[src/rtl/tt_sweep_pkg.sv]
// tt_sweep_pkg: shared state encoding, sizes and row-to-bit mapping for the truth-table sweeper
package tt_sweep_pkg;
    typedef enum logic [1:0] {IDLE, SETTLE, SAMPLE, DONE} state_e;
    localparam int N_ROWS = 16;
    localparam int TT_W = 16;
    // row 0 (all inputs low) lands in the MSB of the Cello code
    function automatic logic [3:0] tt_index(input logic [3:0] row);
        return 4'(TT_W - 1) - row;
    endfunction
endpackage

[src/rtl/resp_voter.sv]
// resp_voter: 2-flop synchroniser for the async response plus a ones-counter majority voter
module resp_voter #(
    parameter int SAMPLES = 3
) (
    input  logic clk,
    input  logic rst,
    input  logic resp_i,
    input  logic clear_i,
    input  logic en_i,
    output logic maj_o,
    output logic disagree_o
);
    logic       s1_q, s2_q;
    logic [3:0] ones_q, ones_d;
    // maj/disagree include the sample taken this cycle, so they are final on the last sample
    assign ones_d = ones_q + {3'b000, s2_q};
    assign maj_o = ones_d > 4'(SAMPLES / 2);
    assign disagree_o = (ones_d != 4'd0) && (ones_d != 4'(SAMPLES));
    always_ff @(posedge clk) begin
        if (rst) begin
            s1_q   <= 1'b0;
            s2_q   <= 1'b0;
            ones_q <= '0;
        end else begin
            s1_q <= resp_i;
            s2_q <= s1_q;
            if (clear_i)
                ones_q <= '0;
            else if (en_i)
                ones_q <= ones_d;
        end
    end
endmodule

[src/rtl/truth_table_sweeper.sv]
// truth_table_sweeper: drives all 16 input rows into a 4-input design and captures its truth table
module truth_table_sweeper
    import tt_sweep_pkg::*;
#(
    parameter int          SETTLE_CYCLES = 8,
    parameter int          SAMPLES       = 3,
    parameter logic [15:0] EXPECTED      = 16'h1714
) (
    input  logic        clk,
    input  logic        rst,
    input  logic        start,
    output logic        in1,
    output logic        in2,
    output logic        in3,
    output logic        in4,
    input  logic        resp,
    output logic        busy,
    output logic [3:0]  row,
    output logic        done,
    output logic [15:0] tt,
    output logic        match,
    output logic        unstable
);
    if (SETTLE_CYCLES < 2 || SETTLE_CYCLES > 255) begin : g_bad_settle
        $error("SETTLE_CYCLES must be in 2..255");
    end
    if (SAMPLES < 1 || SAMPLES > 15 || (SAMPLES % 2) == 0) begin : g_bad_samples
        $error("SAMPLES must be odd and in 1..15");
    end

    state_e      state_q;
    logic [3:0]  row_q, samp_q;
    logic [7:0]  settle_q;
    logic [15:0] tt_q;
    logic        busy_q, done_q, match_q, unst_q;
    logic        settle_end, last_sample, maj, disagree;

    assign settle_end  = (state_q == SETTLE) && (settle_q == 8'(SETTLE_CYCLES - 1));
    assign last_sample = samp_q == 4'(SAMPLES - 1);

    resp_voter #(.SAMPLES(SAMPLES)) u_voter (
        .clk        (clk),
        .rst        (rst),
        .resp_i     (resp),
        .clear_i    (settle_end),
        .en_i       (state_q == SAMPLE),
        .maj_o      (maj),
        .disagree_o (disagree)
    );

    always_ff @(posedge clk) begin
        if (rst) begin
            state_q  <= IDLE;
            row_q    <= '0;
            samp_q   <= '0;
            settle_q <= '0;
            tt_q     <= '0;
            busy_q   <= 1'b0;
            done_q   <= 1'b0;
            match_q  <= 1'b0;
            unst_q   <= 1'b0;
        end else begin
            case (state_q)
                IDLE: begin
                    done_q <= 1'b0;
                    if (start) begin
                        state_q  <= SETTLE;
                        row_q    <= '0;
                        tt_q     <= '0;
                        unst_q   <= 1'b0;
                        match_q  <= 1'b0;
                        busy_q   <= 1'b1;
                        settle_q <= '0;
                    end else begin
                        busy_q <= 1'b0;
                    end
                end
                SETTLE: begin
                    if (settle_end) begin
                        state_q <= SAMPLE;
                        samp_q  <= '0;
                    end else begin
                        settle_q <= settle_q + 8'd1;
                    end
                end
                SAMPLE: begin
                    if (last_sample) begin
                        tt_q[tt_index(row_q)] <= maj;
                        if (disagree)
                            unst_q <= 1'b1;
                        if (row_q == 4'(N_ROWS - 1)) begin
                            state_q <= DONE;
                        end else begin
                            row_q    <= row_q + 4'd1;
                            settle_q <= '0;
                            state_q  <= SETTLE;
                        end
                    end else begin
                        samp_q <= samp_q + 4'd1;
                    end
                end
                DONE: begin
                    done_q  <= 1'b1;
                    match_q <= tt_q == EXPECTED;
                    state_q <= IDLE;
                end
            endcase
        end
    end

    assign {in1, in2, in3, in4} = row_q;
    assign row      = row_q;
    assign busy     = busy_q;
    assign done     = done_q;
    assign tt       = tt_q;
    assign match    = match_q;
    assign unstable = unst_q;
endmodule

[config.mk]
export PLATFORM = sky130hd
export DESIGN_NAME = truth_table_sweeper
export DESIGN_NICKNAME = d
export VERILOG_FILES = /design/src/rtl/tt_sweep_pkg.sv /design/src/rtl/resp_voter.sv /design/src/rtl/truth_table_sweeper.sv
export SDC_FILE = /design/constraint.sdc
export NUM_CORES = 1
export LEC_CHECK = 0
export ABC_AREA = 0
export BUFFER_PORTS_ARGS = -buffer_cell sky130_fd_sc_hd__buf_4
export CAP_MARGIN = 20
export CORE_MARGIN = 1.5
export CORE_UTILIZATION = 27
export CTS_CLUSTER_DIAMETER = 60
export DETAILED_ROUTE_END_ITERATION = 10
export GPL_ROUTABILITY_DRIVEN = 0
export PLACE_DENSITY = 0.4
export SLEW_MARGIN = 30
export SYNTH_ARGS = -nofsm -noshare
export SYNTH_HDL_FRONTEND = slang
export SYNTH_SLANG_ARGS = --single-unit
export TNS_END_PERCENT = 30
[constraint.sdc]
create_clock -name clk -period 2.45 [get_ports clk]
set_input_delay 0.245 -clock clk [delete_from_list [all_inputs] [get_ports clk]]
set_output_delay 0.245 -clock clk [all_outputs]
set_load 0.005 [all_outputs]
==> results.py <==
metrics = {
    "synthesis": {
        "async_reset_ff_frac": 0,
        "avgSynthCellArea_um2": 8.82,
        "synth_fa_ha_area_frac": 0.0758,
        "syn_area_mm2": 0.00231,
        "syn-num-nets": 280,
        "synth_seq_area_share": 0.381,
        "ys_types": 47,
        "ys_warn_count": 0,
        "synth_xor_area_frac": 0.0190,
        "muxShareOfSynthArea": 0.0823,
        "synthSimpleGateAreaFrac": 0.243,
        "syn_inst": 262,
        "synth_top_family_by_area": "simple AND/OR/NAND/NOR gates",
        "synth_compound_area_frac": 0.155,
        "synth_edf_count": 0,
        "ys_ff_latch": 44,
        "synth_flop_cell": "dfxtp_1",
    },
    "drt": {
        "first_pass_iters": 4,
        "drt-initial-drc-count": 52,
        "dr_wl_met2_um": 2650,
        "wl_per_cell_um": 14.5,
        "ant_nets": 0,
        "viasPerCell": 4.99,
        "highest_layer": "met4",
        "wl_met3_um": 263,
        "routed_wirelength_um": 5890,
        "drc": 0,
        "wl_met1_um": 2910,
        "vias": 2031,
    },
    "sta": {
        "final_max_slew_viol_count": 0,
        "fin_ws_ns": 0.161,
        "fin_crit_ns": 2.29,
        "fmax_mhz": 437,
        "tightestPinTransition_ns": 0.600,
        "period_share": 0.934,
        "setup_viol": 0,
        "slew_headroom": 0.598,
        "rsz0062_at_grt": "false",
        "fin_setup_tns_ns": 0,
        "timing_hold_violations_final": 0,
        "fin_worst_skew_ns": 0.00860,
    },
    "clock_tree": {
        "htree_levels": 2,
        "cts.reportedPaths.clkPinSlew_ns": 0.08,
        "post_cts_resize_count": 0,
        "clock_path_buffers": 2,
        "postCtsSetupRepairBufs": 0,
        "numCtsBuffers": 5,
        "cts-root-buf": "clkbuf_8",
        "numClockSinks": 44,
        "clk-insertion-delay-late_ns": 0.30,
        "hold_buffers": 0,
        "cts_tree": "yes",
    },
    "finish": {
        "diodes": 0,
        "syn_to_final_growth_pct": 22.1,
        "drive_gt1_frac": 0.202,
        "layout_common_cells": "buf_4, dfxtp_1, nand2_1",
        "fin_nets": 319,
        "layout_commonest_cell": "buf_4",
    },
    "global_route": {
        "grt_usage": 0.137,
        "grt_overflow_total": 0,
        "antenna_found_initial": 0,
        "grt_first_pass_wirelength_um": 9570,
        "grt_max_degree": 25,
        "grt_pass1_vias": 1954,
    },
    "setup_path": {
        "cp-start-kind": "flop",
        "timing.rr.start": "state_q[0]",
        "cp.required_ns": 2.69,
        "end_kind": "flop",
        "r2r_end": "settle_q[3]",
        "cp_max_fo": 9,
        "crit_type": "flop to flop",
        "arrival_ns": 2.52,
        "r2r_cells": 6,
        "r2r_setup_slack_ns": 0.16,
    },
    "worst_hold_path": {
        "hold_depth": 2,
        "min-delay-start": "resp",
        "worstHoldEndpoint": "u_voter.s1_q",
        "hold_path_class": "primary input to flop",
    },
    "placed_design": {
        "place_hpwl_um": 4420,
        "io_buffers": 31,
        "post-place-ws_ns": 0.167,
    },
    "power": {
        "p_leak_nw": 1.15,
        "ir_drop_uv": 407,
        "power_density_mw_per_mm2": 728,
    },
    "floorplanning": {
        "pin_count": 32,
        "rows": 33,
        "core_area_mm2": 0.00826,
        "start_util": 0.280,
        "fp.dieArea_mm2": 0.00912,
        "dieWidth_um": 95.5,
        "dieHeight_um": 95.5,
    },
    "outcome": {
        "outcome": "finished clean",
    },
    "flow_run": {
        "max-cap-violations": 0,
    },
}
==> area by class of cell <==
type,instances,area (µm²)
clock buffers,6,82.6
clock inverters,2,10.0
fillers,885,5440
inverters,8,30.0
multi-input cells,195,1330
flip-flops and latches,44,881
well taps,105,131
repair buffers,47,353
==> cell families after synthesis <==
kind of cell | after synthesis
flops | 44
mux | 19
simple gates | 102
compound gates | 55
xor+xnor | 5
buf+inv | 23
fa+ha+maj | 14
==> worst max-delay path by stage <==
stage          startpoint           to  depth (start not counted)
2_1_floorplan      row[1]  settle_q[3]                          6
3_3_place_gp   state_q[0]  settle_q[3]                          6
3_5_place_dp    samp_q[1]  settle_q[7]                          5
4_1_cts        state_q[0]  settle_q[3]                          6
5_1_grt        state_q[0]  settle_q[6]                          6
6_report       state_q[0]  settle_q[3]                          6
==> registers in the layout (all words and copies together), names as in the netlist, 2 cells and up <==
register and flops:
row 4, samp_q 4, settle_q 8, state_q 2
tt 16, u_voter.ones_q 4
==> synth_stat cells, types with 2 or more instances <==
master     number  area (µm²)
nand2_1        25        93.8
a31o_2          2        17.5
a21o_1          2        15.0
buf_4           4        30.0
dfxtp_1        44         881
o21ai_0         9        45.0
ha_1           14         175
a2111o_1        2        22.5
nor4b_1         2        17.5
inv_1           8        30.0
nand4_1         7        43.8
or3_1           4        25.0
and3_1          2        12.5
nand4b_1        2        17.5
a211oi_1        2        15.0
clkbuf_1       10        37.5
nand3_1        17        85.1
nor2_1         10        37.5
a21oi_1        21         105
nor3_1          7        35.0
nor2b_1         3        18.8
and2_1          2        12.5
o21bai_1        2        15.0
xnor2_1         2        17.5
or4_1           5        37.5
nand2b_1        6        37.5
mux2i_1        19         190
xor2_1          3        26.3
nor4_1          2        12.5
a31oi_1         2        12.5
o31ai_1         5        37.5
a2111oi_0       2        17.5
==> report_power, final <==
group	leakage, nW	switching [mW]	total [mW]	internal, mW
clock	0.0510	0.257	0.483	0.225
sequential	0.356	0.0481	0.808	0.760
combinational	0.741	0.443	0.762	0.318
total	1.15	0.749	2.05	1.30
==> layer usage <==
layer	vias to the layer above	track usage
li1	1043	-
met4	0	0.0368
met2	37	0.223
met1	946	0.181
met5	-	0
met3	5	0.0295
==> critical path: stages (launching register included) <==
cell      delay, ns
dfxtp_1        0.40
inv_1          0.11
ha_1           0.28
and4_1         0.23
a2111o_1       0.52
or4_1          0.53
a21oi_1        0.15
==> per-stage QoR <==
stage	std cells	util	power (mW)	hold WS (ns)	area (µm²)
finish	407	0.342	2.05	0.149	2820
global route	407	0.342	2.20	0.144	2820
CTS	407	0.341	2.08	0.144	2820
detailed placement	399	0.330	1.59	0.433	2720
global placement	399	0.330	1.59	0.434	2720
floorplan	262	-	1.32	0.373	2310
Note: power is estimated with default switching activity, not from simulation.
